<file path="src/rtl/mastermind_pkg.sv">
// Shared types and constants for the Mastermind scoring path.
// Covers colour width, slot count, peg encodings and the scorer FSM states.
package mastermind_pkg;

    localparam int COLOR_W       = 3;
    localparam int NUM_SLOTS     = 4;
    localparam int CNT_W         = 3;
    localparam int SCORE_LATENCY = 22;

    typedef logic [1:0] peg_t;

    localparam peg_t PEG_NONE    = 2'd0;
    localparam peg_t PEG_PARTIAL = 2'd1;
    localparam peg_t PEG_EXACT   = 2'd2;

    typedef enum logic [2:0] {
        S_IDLE,
        S_LATCH,
        S_EXACT,
        S_PARTIAL,
        S_REPORT
    } state_t;

endpackage

</file>
<file path="src/rtl/peg_sorter.sv">
// Turns exact/partial counts into four sorted pegs.
// Exact pegs come first, then partial pegs, then blanks.
module peg_sorter
    import mastermind_pkg::*;
(
    input  logic [CNT_W-1:0] exact,
    input  logic [CNT_W-1:0] partial,
    output peg_t             pegs [NUM_SLOTS]
);

    localparam int SUM_W = CNT_W + 1;

    logic [SUM_W-1:0] total;

    // NOTE: assign every always_comb output a default first so no path leaves it unassigned (no latch).
    always_comb begin
        total = {1'b0, exact} + {1'b0, partial};
        for (int k = 0; k < NUM_SLOTS; k++) begin
            pegs[k] = PEG_NONE;
            if (SUM_W'(k) < {1'b0, exact}) begin
                pegs[k] = PEG_EXACT;
            end else if (SUM_W'(k) < total) begin
                pegs[k] = PEG_PARTIAL;
            end
        end
    end

endmodule

</file>
<file path="src/rtl/peg_scorer.sv">
// Fixed-latency Mastermind scorer: one latch cycle, four exact cycles,
// sixteen partial cycles and one report cycle per evaluation.
module peg_scorer #(
    parameter int COLOR_W = mastermind_pkg::COLOR_W
) (
    input  logic               clk,
    input  logic               reset_n,
    input  logic               start,
    input  logic               clear,
    input  logic [COLOR_W-1:0] code0,
    input  logic [COLOR_W-1:0] code1,
    input  logic [COLOR_W-1:0] code2,
    input  logic [COLOR_W-1:0] code3,
    input  logic [COLOR_W-1:0] guess0,
    input  logic [COLOR_W-1:0] guess1,
    input  logic [COLOR_W-1:0] guess2,
    input  logic [COLOR_W-1:0] guess3,
    output logic               busy,
    output logic               done,
    output logic [2:0]         exact_cnt,
    output logic [2:0]         partial_cnt,
    output logic [1:0]         peg0,
    output logic [1:0]         peg1,
    output logic [1:0]         peg2,
    output logic [1:0]         peg3,
    output logic               game_over
);

    import mastermind_pkg::*;

    state_t state, state_n;

    logic [COLOR_W-1:0]   code_in  [NUM_SLOTS];
    logic [COLOR_W-1:0]   guess_in [NUM_SLOTS];
    logic [COLOR_W-1:0]   code_q   [NUM_SLOTS];
    logic [COLOR_W-1:0]   guess_q  [NUM_SLOTS];
    logic [NUM_SLOTS-1:0] code_used;
    logic [NUM_SLOTS-1:0] guess_used;
    logic [CNT_W-1:0]     exact_q;
    logic [CNT_W-1:0]     partial_q;
    logic [3:0]           step;
    logic [1:0]           gi;
    logic [1:0]           cj;
    peg_t                 pegs_next [NUM_SLOTS];

    assign code_in  = '{code0, code1, code2, code3};
    assign guess_in = '{guess0, guess1, guess2, guess3};

    // Partial pass walks guess slot gi (outer) against code slot cj (inner).
    assign gi = step[3:2];
    assign cj = step[1:0];

    peg_sorter u_sorter (
        .exact   (exact_q),
        .partial (partial_q),
        .pegs    (pegs_next)
    );

    always_ff @(posedge clk or negedge reset_n) begin
        if (!reset_n) begin
            state <= S_IDLE;
        end else begin
            state <= state_n;
        end
    end

    always_comb begin
        state_n = state;
        busy    = 1'b0;
        done    = 1'b0;
        case (state)
            S_IDLE: begin
                if (start) state_n = S_LATCH;
            end
            S_LATCH: begin
                busy    = 1'b1;
                state_n = S_EXACT;
            end
            S_EXACT: begin
                busy = 1'b1;
                if (cj == 2'd3) state_n = S_PARTIAL;
            end
            S_PARTIAL: begin
                busy = 1'b1;
                if (step == 4'hF) state_n = S_REPORT;
            end
            S_REPORT: begin
                busy    = 1'b1;
                done    = 1'b1;
                state_n = S_IDLE;
            end
            default: state_n = S_IDLE;
        endcase
    end

    // NOTE: sequential state uses non-blocking assignments, and the small operand arrays are reset explicitly.
    always_ff @(posedge clk or negedge reset_n) begin
        if (!reset_n) begin
            for (int k = 0; k < NUM_SLOTS; k++) begin
                code_q[k]  <= '0;
                guess_q[k] <= '0;
            end
            code_used   <= '0;
            guess_used  <= '0;
            exact_q     <= '0;
            partial_q   <= '0;
            step        <= '0;
            exact_cnt   <= '0;
            partial_cnt <= '0;
            peg0        <= PEG_NONE;
            peg1        <= PEG_NONE;
            peg2        <= PEG_NONE;
            peg3        <= PEG_NONE;
            game_over   <= 1'b0;
        end else begin
            case (state)
                S_IDLE: begin
                    if (clear && !start) begin
                        exact_cnt   <= '0;
                        partial_cnt <= '0;
                        peg0        <= PEG_NONE;
                        peg1        <= PEG_NONE;
                        peg2        <= PEG_NONE;
                        peg3        <= PEG_NONE;
                        game_over   <= 1'b0;
                    end
                end
                S_LATCH: begin
                    for (int k = 0; k < NUM_SLOTS; k++) begin
                        code_q[k]  <= code_in[k];
                        guess_q[k] <= guess_in[k];
                    end
                    code_used  <= '0;
                    guess_used <= '0;
                    exact_q    <= '0;
                    partial_q  <= '0;
                    step       <= '0;
                end
                S_EXACT: begin
                    if (guess_q[cj] == code_q[cj]) begin
                        exact_q        <= exact_q + 3'd1;
                        code_used[cj]  <= 1'b1;
                        guess_used[cj] <= 1'b1;
                    end
                    step <= (cj == 2'd3) ? 4'd0 : step + 4'd1;
                end
                S_PARTIAL: begin
                    if (!guess_used[gi] && !code_used[cj] && guess_q[gi] == code_q[cj]) begin
                        partial_q      <= partial_q + 3'd1;
                        code_used[cj]  <= 1'b1;
                        guess_used[gi] <= 1'b1;
                    end
                    step <= step + 4'd1;
                end
                S_REPORT: begin
                    exact_cnt   <= exact_q;
                    partial_cnt <= partial_q;
                    peg0        <= pegs_next[0];
                    peg1        <= pegs_next[1];
                    peg2        <= pegs_next[2];
                    peg3        <= pegs_next[3];
                    if (exact_q == 3'(NUM_SLOTS)) game_over <= 1'b1;
                end
                default: ;
            endcase
        end
    end

    a_count_sum: assert property (@(posedge clk) disable iff (!reset_n)
        ({1'b0, exact_q} + {1'b0, partial_q}) <= 4'd4);

    a_peg_legal: assert property (@(posedge clk) disable iff (!reset_n)
        (peg0 != 2'd3) && (peg1 != 2'd3) && (peg2 != 2'd3) && (peg3 != 2'd3));

endmodule

</file>
<file path="config.mk">
export PLATFORM = sky130hd
export DESIGN_NAME = peg_scorer
export DESIGN_NICKNAME = d
export VERILOG_FILES = /design/src/rtl/mastermind_pkg.sv /design/src/rtl/peg_sorter.sv /design/src/rtl/peg_scorer.sv
export SDC_FILE = /design/constraint.sdc
export NUM_CORES = 1
export LEC_CHECK = 0
export ABC_AREA = 1
export CORE_AREA = 8 8 119 121
export CTS_CLUSTER_SIZE = 12
export DETAILED_ROUTE_END_ITERATION = 6
export DIE_AREA = 0 0 127 129
export HOLD_SLACK_MARGIN = 0.12
export PLACE_DENSITY = 0.48
export SLEW_MARGIN = 20
export SYNTH_ARGS = -nofsm -noshare
export SYNTH_HDL_FRONTEND = slang
export SYNTH_SLANG_ARGS = --single-unit
export TNS_END_PERCENT = 5
</file>
<file path="constraint.sdc">
create_clock -name clk -period 2.7 [get_ports clk]
set_input_delay 0.405 -clock clk [delete_from_list [all_inputs] [get_ports clk]]
set_output_delay 0.405 -clock clk [all_outputs]
set_load 0.02 [all_outputs]
</file>
==> impl_metrics.py, run 1 <==
metrics = {
    "run_status": {
        "outcome": "completed",
    },
    "place": {
        "port_buffers": 44,
        "hpwl_um": 6110,
        "placedCellCount": 653,
        "pre_cts_ws_ns": 0.522,
        "gp_congestion": 0.781,
    },
    "yosys": {
        "ys_ff_latch": 59,
        "syn_nets": 512,
        "netlist_instances": 472,
        "seq_area_frac_synth_pct": 42.4,
        "yosysUniqueCellTypes": 37,
        "avgSynthCellArea_um2": 7.37,
        "ys.warnings.count": 0,
        "synth_area_mm2": 0.00348,
    },
    "routing": {
        "drtIter0Drc": 181,
        "wl_per_cell_um": 13.0,
        "drt_wl_total_um": 8660,
        "vias_per_cell": 4.50,
        "vias": 3008,
        "drc_errors": 0,
        "firstDrtPassIters": 4,
        "ant_nets": 0,
    },
    "power_and_ir_drop": {
        "p_clk_share_pct": 22.6,
        "combinationalPowerShare_pct": 46.4,
        "vdd_drop_max_mv": 0.589,
        "p_int_mw": 2.79,
        "p_leak_nw": 2.26,
        "switchingPower_mw": 2.17,
        "power_density_mw_per_mm2": 1150,
        "p_sw_share_pct": 43.8,
        "seqPwrFrac_pct": 31.1,
    },
    "worst_setup_path": {
        "ff2ff_path_depth": 13,
        "worstPathRequired_ns": 2.30,
        "cp-startpoint": "state[1]",
        "start_kind": "flop",
        "end_kind": "primary output",
        "r2r_slack_ns": 0.66,
        "critPathMaxFanout": 7,
        "r2r_start": "step[2]",
        "regToRegEndpoint": "code_used[3]",
        "crit_type": "reg -> out",
        "worstPathArrival_ns": 2.09,
    },
    "grt": {
        "antenna_found_initial": 0,
        "overflow": 0,
        "grt_pass1_wl_um": 15100,
        "grt_max_degree": 60,
        "grt_use_total_pct": 11.5,
        "grt_pass1_vias": 3085,
    },
    "clock_network": {
        "cts-hold-fix-buffers": 0,
        "ctsHtreeMaxLevel": 3,
        "ctsLongestPathBuffers": 2,
        "ctsRootBufferMaster": "clkbuf_16",
        "clkSlewWorstSetupHoldPaths_ns": 0.05,
        "cts_resized": 0,
        "cts_tree": "yes",
        "post_cts_buffers": 0,
        "clk_latency_ns": 0.33,
        "cts_sinks": 59,
        "cts_buffers": 9,
    },
    "sta": {
        "fin_skew_ns": 0.00469,
        "tns_ns": 0,
        "rsz0062_at_grt": "false",
        "worst_pin_slew_ns": 0.923,
        "finalCritPeriodShare_pct": 92.6,
        "final_max_slew_viol_count": 0,
        "hold_viol": 0,
        "setup_viol": 0,
        "slew_headroom_pct": 38.4,
        "fmax_ghz": 0.400,
        "fin_crit_ns": 2.50,
        "hold_ws_ns": 0.246,
        "timing.final.ws_setup_ns": 0.201,
    },
    "floorplan": {
        "start_util_pct": 28.3,
        "die_area_mm2": 0.0164,
        "io_pins": 45,
        "die_h_um": 129,
        "rows": 41,
        "core-area_mm2": 0.0123,
        "die_w_um": 127,
    },
    "final_layout": {
        "stdcell_count": 669,
        "layout_common_cells": "232 x nand2_1, 59 x dfrtp_1, 49 x nand3_1",
        "drive_gt1_share_pct": 8.67,
        "syn2layout_area_growth_pct": 23.7,
        "nets": 554,
        "layout_commonest_cell": "nand2_1",
        "antenna_cells": 0,
    },
    "worst_hold_path": {
        "hold_path.class": "in -> async",
    },
    "run": {
        "cap_violations": 0,
    },
}
==> metal layers <==
layer	part of all wire, %	global-route usage, %	vias up
li1	-	-	1578
met1	48	14.6	1358
met2	45	18.4	63
met3	5.6	3.48	9
met4	1.2	3.78	0
met5	0	0	-
==> flip-flops by register name, indices dropped and copies added, names as in the netlist, 3 cells and up <==
register / cells
code_used: 4
partial_cnt: 3
step: 4
state: 3
guess_used: 4
partial_q: 3
guess_q: 12
exact_cnt: 3
code_q: 12
exact_q: 3
==> critical path, cell delays in order, from the launching register on <==
cell and delay (ns):
dfrtp_1 0.44, nor2_1 0.33, nand2_1 0.15, inv_1 0.20
clkdlybuf4s50_1 0.65
==> kinds of logic after synthesis <==
logic type / share of synthesized area (%)
mux: 0.288
fa+ha+maj: 4.53
buf+inv: 7.16
flops: 42.4
xor+xnor: 1.01
compound gates: 5.22
simple gates: 39.4
==> worst max path at each step <==
stage / end / slack, ns
after global placement: done / 0.56
final: done / 0.20
after CTS: done / 0.18
after global routing: done / 0.08
after detailed placement: done / 0.52
after floorplan: peg0[0] / 0.99
==> cell type report <==
type / count / area, um2
inverter: 28 / 110
clock buffer: 14 / 254
multi-input combinational: 365 / 1750
tap: 150 / 188
fill: 1363 / 8010
timing repair buffer: 51 / 488
sequential: 59 / 1480
clock inverter: 2 / 35.0
==> synthesized netlist by cell type (all sizes together) <==
cell type / count / area share [%]
nor2: 19 / 2.7
o32ai: 1 / 0.25
o31ai: 1 / 0.22
buf: 12 / 3.1
inv: 28 / 3.2
nand4: 2 / 0.36
a21oi: 11 / 1.9
o221ai: 1 / 0.25
ha: 11 / 4.0
nand2: 241 / 27
nand3: 52 / 8.1
o22ai: 2 / 0.36
o211ai: 1 / 0.22
dfrtp: 59 / 42
nor3: 2 / 0.61
o21ai: 14 / 2.0
xor2: 4 / 1.0
fa: 1 / 0.58
mux2i: 1 / 0.29
clkbuf: 8 / 0.90
nand3b: 1 / 0.22
==> power groups by stage <==
| stage | Sequential (mW) | Clock, mW | Combinational, mW |
|---|---|---|---|
| after floorplan | 1.49 | 0 | 1.79 |
| after detailed placement | 1.56 | 0 | 2.33 |
| final | 1.54 | 1.12 | 2.30 |
| after global routing | 1.60 | 1.20 | 2.68 |
| after CTS | 1.55 | 1.16 | 2.34 |
| after global placement | 1.56 | 0 | 2.31 |
==> per-stage QoR <==
step | power (mW) | instance area [um2] | utilization, %
final | 4.96 | 4300 | 35.0
after global routing | 5.48 | 4300 | 35.0
after CTS | 5.05 | 4300 | 35.0
after detailed placement | 3.89 | 4020 | 32.6
after global placement | 3.87 | 4020 | 32.6
after floorplan | 3.28 | 3480 | -
No activity file was read; power rests on OpenSTA's default activity.
==> run 2: changes to the inputs <==
--- a/config.mk
+++ b/config.mk
@@ -6,10 +6,10 @@
 export NUM_CORES = 1
 export LEC_CHECK = 0
 export ABC_AREA = 1
-export CORE_AREA = 8 8 119 121
+export CORE_AREA = 2 2 113 115
 export CTS_CLUSTER_SIZE = 12
 export DETAILED_ROUTE_END_ITERATION = 6
-export DIE_AREA = 0 0 127 129
+export DIE_AREA = 0 0 115 117
 export HOLD_SLACK_MARGIN = 0.12
 export PLACE_DENSITY = 0.48
 export SLEW_MARGIN = 20
==> run 2 against run 1 <==
Combinational power up 2%. Critical path depth stayed put. Maximum frequency fell by 0.43%. Global-route usage is 2.4 points higher. Critical endpoint unchanged. Largest cell class unchanged. Highest routed layer unchanged.
==> impl_metrics.py, run 2 (synthesized netlist as in run 1, its figures left out) <==
metrics = {
    "clock_network": {
        "clk_latency_ns": 0.33,
        "cts_tree": "yes",
        "cts_resized": 0,
        "post_cts_buffers": 0,
        "cts-hold-fix-buffers": 0,
        "clkSlewWorstSetupHoldPaths_ns": 0.05,
        "ctsRootBufferMaster": "clkbuf_16",
        "cts_buffers": 9,
        "cts_sinks": 59,
        "ctsLongestPathBuffers": 2,
        "ctsHtreeMaxLevel": 3,
    },
    "sta": {
        "worst_pin_slew_ns": 0.940,
        "hold_viol": 0,
        "setup_viol": 0,
        "fmax_ghz": 0.398,
        "slew_headroom_pct": 37.3,
        "tns_ns": 0,
        "fin_crit_ns": 2.51,
        "rsz0062_at_grt": "false",
        "fin_skew_ns": 0.00537,
        "timing.final.ws_setup_ns": 0.190,
        "finalCritPeriodShare_pct": 93.0,
        "final_max_slew_viol_count": 0,
        "hold_ws_ns": 0.121,
    },
    "floorplan": {
        "rows": 41,
        "die_h_um": 117,
        "die_area_mm2": 0.0135,
        "start_util_pct": 28.3,
        "io_pins": 45,
        "die_w_um": 115,
        "core-area_mm2": 0.0123,
    },
    "place": {
        "pre_cts_ws_ns": 0.524,
        "placed_area_mm2": 0.00404,
        "port_buffers": 44,
        "hpwl_um": 6160,
        "gp_congestion": 0.752,
        "placedCellCount": 654,
    },
    "grt": {
        "antenna_found_initial": 0,
        "top_usage_layer": "met2",
        "grt_pass1_wl_um": 14600,
        "overflow": 0,
        "use_met1_pct": 17.0,
        "grt_use_met2_pct": 23.9,
        "grt_use_total_pct": 13.9,
        "met3_usage_pct": 3.19,
        "grt_pass1_vias": 2960,
        "grt_max_degree": 33,
    },
    "worst_setup_path": {
        "slowest_delay_ns": 0.64,
        "start_kind": "flop",
        "r2r_slack_ns": 0.71,
        "cp_top_family": "buffers and inverters",
        "r2r_start": "step[0]",
        "cp_num_buf_inv": 2,
        "critPathSlowestCell": "clkdlybuf4s50_1",
        "path_cells": "nor2_1 -> nand2_1 -> inv_1 -> clkdlybuf4s50_1",
        "worstPathRequired_ns": 2.30,
        "end_kind": "primary output",
        "ff2ff_path_depth": 11,
        "critPathMaxFanout": 7,
        "worstPathArrival_ns": 2.10,
        "crit_type": "reg -> out",
        "regToRegEndpoint": "guess_used[0]",
    },
    "routing": {
        "vias_per_cell": 4.58,
        "ant_nets": 0,
        "wl_per_cell_um": 12.7,
        "drt_wl_total_um": 8500,
        "drc_errors": 0,
        "vias": 3061,
        "drtIter0Drc": 186,
        "firstDrtPassIters": 5,
    },
    "run_status": {
        "outcome": "completed",
    },
    "final_layout": {
        "final_area_mm2": 0.00430,
        "layout_common_cells": "232 x nand2_1, 59 x dfrtp_1, 49 x nand3_1",
        "syn2layout_area_growth_pct": 23.6,
        "layout_commonest_cell": "nand2_1",
        "stdcell_count": 669,
        "drive_gt1_share_pct": 8.86,
        "fin_util_pct": 34.9,
        "nets": 555,
        "antenna_cells": 0,
        "fillers": 1325,
        "top_regs": "code_q x12, guess_q x12",
    },
    "power_and_ir_drop": {
        "p_leak_nw": 2.25,
        "vdd_drop_max_mv": 0.390,
        "power.total_mw": 4.87,
        "power_density_mw_per_mm2": 1130,
    },
    "run": {
        "cap_violations": 0,
    },
    "worst_hold_path": {
        "hold_path.class": "in -> async",
    },
}
[run 2: worst max-delay path by stage]
| stage | cells after the start | start | end | slack [ns] |
|---|---|---|---|---|
| 6_report | 4 | state[1] | done | 0.19 |
| 2_1_floorplan | 7 | exact_q[0] | peg0[0] | 0.99 |
| 5_1_grt | 4 | state[1] | done | 0.07 |
| 4_1_cts | 4 | state[1] | done | 0.16 |
| 3_5_place_dp | 4 | state[1] | done | 0.52 |
| 3_3_place_gp | 4 | state[1] | done | 0.57 |
[run 2: where the power goes]
group	total, mW	internal (mW)	leakage (nW)	switching, mW
clock	1.02	0.638	0.126	0.378
combinational	2.34	0.841	1.36	1.50
sequential	1.52	1.22	0.762	0.299
total	4.87	2.70	2.25	2.17
[run 2: layer usage]
metal,up-vias,share of wire (%)
met4,0,1.2
li1,1578,-
met3,7,4.8
met1,1406,46
met5,-,0
met2,70,48
[run 2: worst reg2reg max path, stage by stage (launching register included)]
cell and delay [ns]:
dfrtp_1 0.55, buf_4 0.25, nand2_1 0.06, nand2_1 0.06, nand2_1 0.06, nand2_1 0.13
nand2_1 0.06, nand2_1 0.13, nand3_2 0.13, a21oi_4 0.26, nand3_1 0.13, nand2_1 0.09
[run 2: cell type report]
class | instances | area (um2) | share of cell area, %
clock inverter | 2 | 12.5 | 0.291
multi-input combinational | 365 | 1750 | 40.8
inverter | 28 | 110 | 2.56
timing repair buffer | 52 | 508 | 11.8
sequential | 59 | 1480 | 34.4
clock buffer | 13 | 250 | 5.82
tap | 150 | 188 | 4.37
